**src/rtl/clock_meter_pkg.sv**
```systemverilog
// -----------------------------------------------------------------------------
// clock_meter_pkg
// Shared definitions for the clock period meter: FSM state encoding and the
// default parameter values used by clock_period_meter.
// -----------------------------------------------------------------------------
package clock_meter_pkg;

    typedef enum logic [1:0] {
        IDLE       = 2'd0,
        WAIT_FIRST = 2'd1,
        MEASURE    = 2'd2,
        HOLD       = 2'd3
    } meter_state_e;

    localparam int DEF_CNT_W    = 32;
    localparam int DEF_TIMEOUT  = 200_000_000;
    localparam int DEF_AVG_LOG2 = 0;

endpackage

```
**src/rtl/sync_edge_detect.sv**
```systemverilog
// -----------------------------------------------------------------------------
// sync_edge_detect
// Brings an asynchronous level into the clk_in domain through a 2-FF
// synchronizer and produces a one-cycle pulse on each synchronized 0->1 step.
//
// Ports:
//   clk_in   - system clock (rising edge)
//   reset    - synchronous, active-high reset; clears all flops
//   async_in - asynchronous input level
//   sync_out - synchronized level (two flops after async_in)
//   rise     - one-cycle pulse when sync_out goes 0->1
// -----------------------------------------------------------------------------
module sync_edge_detect (
    input  logic clk_in,
    input  logic reset,
    input  logic async_in,
    output logic sync_out,
    output logic rise
);

    logic meta_q;
    logic sync_q;
    logic prev_q;

    always_ff @(posedge clk_in) begin
        if (reset) begin
            meta_q <= 1'b0;
            sync_q <= 1'b0;
            prev_q <= 1'b0;
        end else begin
            meta_q <= async_in;
            sync_q <= meta_q;
            prev_q <= sync_q;
        end
    end

    assign sync_out = sync_q;
    // Combinational pulse keeps total latency (input to consuming edge) at 3.
    assign rise     = sync_q & ~prev_q;

endmodule

```
**src/rtl/clock_period_meter.sv**
```systemverilog
// -----------------------------------------------------------------------------
// clock_period_meter
// One-shot period meter for a slow asynchronous square wave. On start it waits
// for a first rising edge of sig_in, then counts clk_in cycles over
// 2^AVG_LOG2 consecutive periods and presents the truncated average behind a
// valid/ready handshake. A period longer than TIMEOUT cycles aborts with a
// one-cycle timeout_err pulse.
//
// Ports:
//   clk_in       - system clock (rising edge)
//   reset        - synchronous, active-high reset
//   sig_in       - measured signal, asynchronous to clk_in
//   start        - one-cycle measurement request, sampled only in IDLE
//   busy         - high in every state except IDLE
//   period_valid - result available (HOLD state)
//   period       - averaged period in clk_in cycles, frozen while valid
//   period_ready - consumer accepts the result
//   timeout_err  - one-cycle pulse when a measurement aborts
// -----------------------------------------------------------------------------
module clock_period_meter
    import clock_meter_pkg::*;
#(
    parameter int CNT_W    = DEF_CNT_W,
    parameter int TIMEOUT  = DEF_TIMEOUT,
    parameter int AVG_LOG2 = DEF_AVG_LOG2
) (
    input  logic             clk_in,
    input  logic             reset,
    input  logic             sig_in,
    input  logic             start,
    output logic             busy,
    output logic             period_valid,
    output logic [CNT_W-1:0] period,
    input  logic             period_ready,
    output logic             timeout_err
);

    localparam int ACC_W  = CNT_W + AVG_LOG2;
    localparam int NPER_W = AVG_LOG2 + 1;
    localparam logic [CNT_W-1:0]  TIMEOUT_C = CNT_W'(TIMEOUT);
    localparam logic [NPER_W-1:0] NPER_DONE = NPER_W'(1) << AVG_LOG2;

    meter_state_e      state_q, state_d;
    logic [CNT_W-1:0]  cnt_q, cnt_d;
    logic [ACC_W-1:0]  acc_q, acc_d;
    logic [NPER_W-1:0] nper_q, nper_d;
    logic [CNT_W-1:0]  period_q, period_d;

    logic              edge_det;
    logic              sync_unused;  // only the edge pulse is needed here
    logic [CNT_W-1:0]  cnt_inc;
    logic [ACC_W-1:0]  acc_sum;
    logic [NPER_W-1:0] nper_inc;
    logic              timed_out;

    sync_edge_detect u_sync (
        .clk_in   (clk_in),
        .reset    (reset),
        .async_in (sig_in),
        .sync_out (sync_unused),
        .rise     (edge_det)
    );

    // cnt never exceeds TIMEOUT-1, so cnt+1 fits in CNT_W bits; the
    // accumulator holds 2^AVG_LOG2 such periods without overflow.
    assign cnt_inc   = cnt_q + CNT_W'(1);
    assign acc_sum   = acc_q + ACC_W'(cnt_inc);
    assign nper_inc  = nper_q + NPER_W'(1);
    assign timed_out = (cnt_inc == TIMEOUT_C);

    always_comb begin
        state_d     = state_q;
        cnt_d       = cnt_q;
        acc_d       = acc_q;
        nper_d      = nper_q;
        period_d    = period_q;
        timeout_err = 1'b0;
        case (state_q)
            IDLE: begin
                if (start) begin
                    state_d = WAIT_FIRST;
                    cnt_d   = '0;
                end
            end
            WAIT_FIRST: begin
                // An edge takes priority over a coincident timeout.
                if (edge_det) begin
                    state_d = MEASURE;
                    cnt_d   = '0;
                    acc_d   = '0;
                    nper_d  = '0;
                end else if (timed_out) begin
                    timeout_err = 1'b1;
                    state_d     = IDLE;
                end else begin
                    cnt_d = cnt_inc;
                end
            end
            MEASURE: begin
                if (edge_det) begin
                    cnt_d = '0;
                    if (nper_inc == NPER_DONE) begin
                        state_d  = HOLD;
                        period_d = CNT_W'(acc_sum >> AVG_LOG2);
                    end else begin
                        acc_d  = acc_sum;
                        nper_d = nper_inc;
                    end
                end else if (timed_out) begin
                    timeout_err = 1'b1;
                    state_d     = IDLE;
                    acc_d       = '0;
                end else begin
                    cnt_d = cnt_inc;
                end
            end
            HOLD: begin
                if (period_ready) begin
                    state_d = IDLE;
                end
            end
            default: state_d = IDLE;
        endcase
    end

    always_ff @(posedge clk_in) begin
        if (reset) begin
            state_q  <= IDLE;
            cnt_q    <= '0;
            acc_q    <= '0;
            nper_q   <= '0;
            period_q <= '0;
        end else begin
            state_q  <= state_d;
            cnt_q    <= cnt_d;
            acc_q    <= acc_d;
            nper_q   <= nper_d;
            period_q <= period_d;
        end
    end

    assign busy         = (state_q != IDLE);
    assign period_valid = (state_q == HOLD);
    assign period       = period_q;

endmodule

```
**config.mk**
```make
export PLATFORM = sky130hd
export DESIGN_NAME = clock_period_meter
export DESIGN_NICKNAME = d
export VERILOG_FILES = /design/src/rtl/clock_meter_pkg.sv /design/src/rtl/sync_edge_detect.sv /design/src/rtl/clock_period_meter.sv
export SDC_FILE = /design/constraint.sdc
export NUM_CORES = 1
export LEC_CHECK = 0
export ABC_AREA = 1
export BUFFER_PORTS_ARGS = -buffer_cell sky130_fd_sc_hd__buf_2
export CAP_MARGIN = 20
export CORE_MARGIN = 2
export CORE_UTILIZATION = 25
export DETAILED_ROUTE_END_ITERATION = 8
export MAX_ROUTING_LAYER = met4
export PLACE_DENSITY_LB_ADDON = 0.3
export SYNTH_ARGS = -nofsm -noshare
export SYNTH_HDL_FRONTEND = slang
export SYNTH_HIERARCHICAL = 1
export SYNTH_SLANG_ARGS = --single-unit
```
**constraint.sdc**
```tcl
create_clock -name clk_in -period 4.7 [get_ports clk_in]
set_clock_uncertainty 0.05 [all_clocks]
set_input_delay 1.175 -clock clk_in [delete_from_list [all_inputs] [get_ports clk_in]]
set_output_delay 1.175 -clock clk_in [all_outputs]
set_load 0.02 [all_outputs]
```
==> results.yml <==
sta:
  relSlewSlack_pct: 52.63
  fin_setup_tns_ns: 0
  fmax_mhz: 254.0
  finalHoldViolCount: 0
  worst_pin_slew_ns: 0.7105
  slew_violations: 0
  setup_violations: 0
  post-route-period-util_pct: 83.77
  rsz0062_at_grt: "false"
  finalCriticalPeriod_ns: 3.937
yosys:
  synth.net_count: 1207
  syn_area_um2: 6932
  synth_top_family_by_area: "simple AND/OR/NAND/NOR gates"
  synth.avg_cell_area_um2: 5.996
  synth_ff_type: "dfxtp_1"
  synth_mux_area_share_pct: 0
  synth_simple_gate_area_share_pct: 40.88
  synth_edf_count: 0
  ys_warn_count: 6
  ys_seq_area_share_pct: 29.17
  synth_compound_area_share_pct: 12.65
  synthXorXnorAreaFrac_pct: 0.3791
  synthCells: 1156
  synthAdderAreaFrac_pct: 8.412
  yosysUniqueCellTypes: 41
  ys_ff_latch: 101
  synthArstFlopShare_pct: 0
global_route:
  grtUsageMet2_pct: 22.76
  grt_max_degree: 69
  grt_overflow: 0
  grt_antenna_before_repair: 0
  track_usage_pct: 15.13
  use_met1_pct: 20.91
  grt_pass1_vias: 6452
  grt_busiest_layer: "met2"
  grt_util_met3_pct: 2.498
  grt_pass1_wl_um: 33690
layout:
  fill_cells: 3051
  area_growth_pct: 12.56
  antenna_cells: 0
  drive_gt1_share_pct: 7.407
  fin_nets: 1234
critical_path:
  cp-startpoint: "cnt_q[1]$_SDFFE_PP0P_"
  regToRegStartpoint: "cnt_q[1]$_SDFFE_PP0P_"
  path_class: "reg2out"
  path_cells: "ha_1 > nand2_1 > nor2_4 > nand2_2 > nor2_1 > nand3_1 > nand2_1 > nand2_1 > inv_1 > nand3_1 > nor2_2 > nand3_4 > inv_1 > buf_2"
  cp-end-kind: "primary output"
  arrival_ns: 2.71
  cp_slowest_cell: "dfxtp_1"
  critical_path_peak_fanout: 6
  path_common_cell: "nand2_1"
  r2r-end: "period[31]$_SDFFE_PP0P_"
  r2r_slack_ns: 1.30
  max_stage_delay_ns: 0.42
  reg2regPathDepth: 19
  critPathLaunchType: "flop"
  cp.required_ns: 3.47
min_path:
  holdPathStages: 2
  hold_path_class: "reg2reg"
  min_from: "u_sync/meta_q$_SDFF_PP0_"
  min_to: "u_sync/sync_out$_SDFF_PP0_"
floorplanning:
  core_area_um2: 27100
  initial_core_util_pct: 25.58
  num_rows: 60
  fp.dieArea_um2: 29080
  die_width_um: 170.5
  die_h_um: 170.5
  ioPinCount: 40
clock_network:
  cts_tree: "yes"
  clk_latency_ns: 0.36
  ctsLongestPathBuffers: 2
  cts_max_level: 3
  post_cts_buffers: 0
  cts_hold_buf: 0
  cts_made_buffers: 9
  cts_resized: 0
  clkSinkCount: 101
  clk_pin_slew_worst_paths_ns: 0.08
  root_buffer: "clkbuf_16"
route:
  post_drt_via_cell_ratio: 4.441
  finalWirelength_um: 20310
  wl_per_cell_um: 13.02
  route.detailed.drc: 0
  drtAntennaViolNets: 0
  vias: 6928
  first_pass_iters: 5
  drtIter0Drc: 508
place:
  post-dp-hpwl_um: 15830
  routabilityCongestion: 0.8786
  port_buffers: 39
run_status:
  outcome: "finished, final reports clean"
run:
  cap_viol_max_count: 0
power:
  power_density_nw_per_um2: 258.2
  finalPower_mw: 2.015
  p_leak_nw: 3.488
  ir_drop_uv: 171.4
worst max-delay path, delay by kind of cell, from the launching register on:
kind	cells	cell delay [ns]
and+or+nand+nor	10	1.40
buffers and inverters	3	0.29
DFF	1	0.42
adders and majority gates	1	0.23
routing by layer:
| layer | share of wire (%) | routed length (µm) |
|---|---|---|
| met1 | 52 | 10560 |
| met2 | 43 | 8696 |
| met3 | 3.6 | 737 |
| met5 | 0 | 0 |
| met4 | 1.6 | 321 |
worst max-delay path by stage:
| stage | to | cells past startpoint |
|---|---|---|
| floorplan | timeout_err | 13 |
| global placement | timeout_err | 14 |
| detailed placement | timeout_err | 14 |
| CTS | timeout_err | 14 |
| global route | timeout_err | 14 |
| finish | timeout_err | 14 |
sequential cells by signal (all words and copies together), names as in the netlist:
signal	count
acc_q	32
cnt_q	32
period	32
state_q	2
u_sync/meta_q	1
u_sync/prev_q	1
u_sync/sync_out	1
cell usage after synthesis, types with 2 or more instances:
| cell type | count | area [µm²] |
|---|---|---|
| a21oi_1 | 98 | 490.5 |
| nor3_1 | 13 | 65.06 |
| buf_1 | 4 | 15.01 |
| o21ai_1 | 2 | 10.01 |
| ha_1 | 45 | 563.0 |
| inv_2 | 4 | 15.01 |
| nand3_1 | 45 | 225.2 |
| clkbuf_1 | 15 | 56.30 |
| nand2_1 | 370 | 1389 |
| inv_1 | 110 | 412.9 |
| and2_1 | 2 | 12.51 |
| a21o_1 | 6 | 45.04 |
| nand2_2 | 6 | 37.54 |
| buf_4 | 3 | 22.52 |
| nand4_1 | 6 | 37.54 |
| or2_2 | 3 | 18.77 |
| nor2_2 | 4 | 25.02 |
| o21a_1 | 2 | 15.01 |
| xnor2_1 | 2 | 17.52 |
| nand3b_1 | 2 | 15.01 |
| dfxtp_1 | 101 | 2022 |
| o211ai_1 | 3 | 22.52 |
| o21ai_0 | 45 | 225.2 |
| nor2_4 | 6 | 67.56 |
| nor2_1 | 238 | 893.4 |
| buf_6 | 6 | 67.56 |
cell type report:
type	instances	area [µm²]	area share, %
inverters	114	427.9	5.484
repair buffers	44	252.7	3.239
flip-flops and latches	101	2022	25.91
clock buffers	9	225.2	2.886
multi-input cells	913	4323	55.40
well taps	372	465.4	5.965
clock inverters	7	86.33	1.106
placed cells by master (no fill, tap or decap), drive strengths merged, types with 2 or more instances in the layout:
master / instances
clkbuf: 9
nand3: 46
o211ai: 3
nand2: 377
nor3: 13
o21a: 2
and2: 2
or2: 3
a21o: 6
a21oi: 98
buf: 44
nand4: 6
nand3b: 3
o21ai: 48
inv: 119
xnor2: 2
dfxtp: 101
nor2: 248
ha: 45
logic make-up after synthesis:
| logic type | count (synthesis) |
|---|---|
| buffers and inverters | 142 |
| DFF | 101 |
| AOI/OAI and AO/OA | 165 |
| xor gates and xnor gates | 3 |
| adders and majority gates | 46 |
| and+or+nand+nor | 699 |
metrics by stage:
step | setup WS (ns) | cells | instance area, µm² | hold slack (ns) | utilization (%)
6_report | 0.7629 | 1560 | 7802 | 0.3543 | 28.79
5_1_grt | 0.5027 | 1560 | 7802 | 0.4001 | 28.79
4_1_cts | 0.7464 | 1559 | 7775 | 0.3538 | 28.69
3_5_place_dp | 1.146 | 1543 | 7463 | 0.3532 | 27.54
3_3_place_gp | 1.211 | 1543 | 7463 | 0.3523 | 27.54
2_1_floorplan | 1.645 | 1156 | 6932 | 0.3383 | -
report_power, final:
| group | internal [mW] | switching, mW | leakage, nW |
|---|---|---|---|
| combinational | 0.0837 | 0.202 | 2.51 |
| clock | 0.428 | 0.392 | 0.156 |
| sequential | 0.879 | 0.0295 | 0.819 |
(Power assumes the default switching activity.)
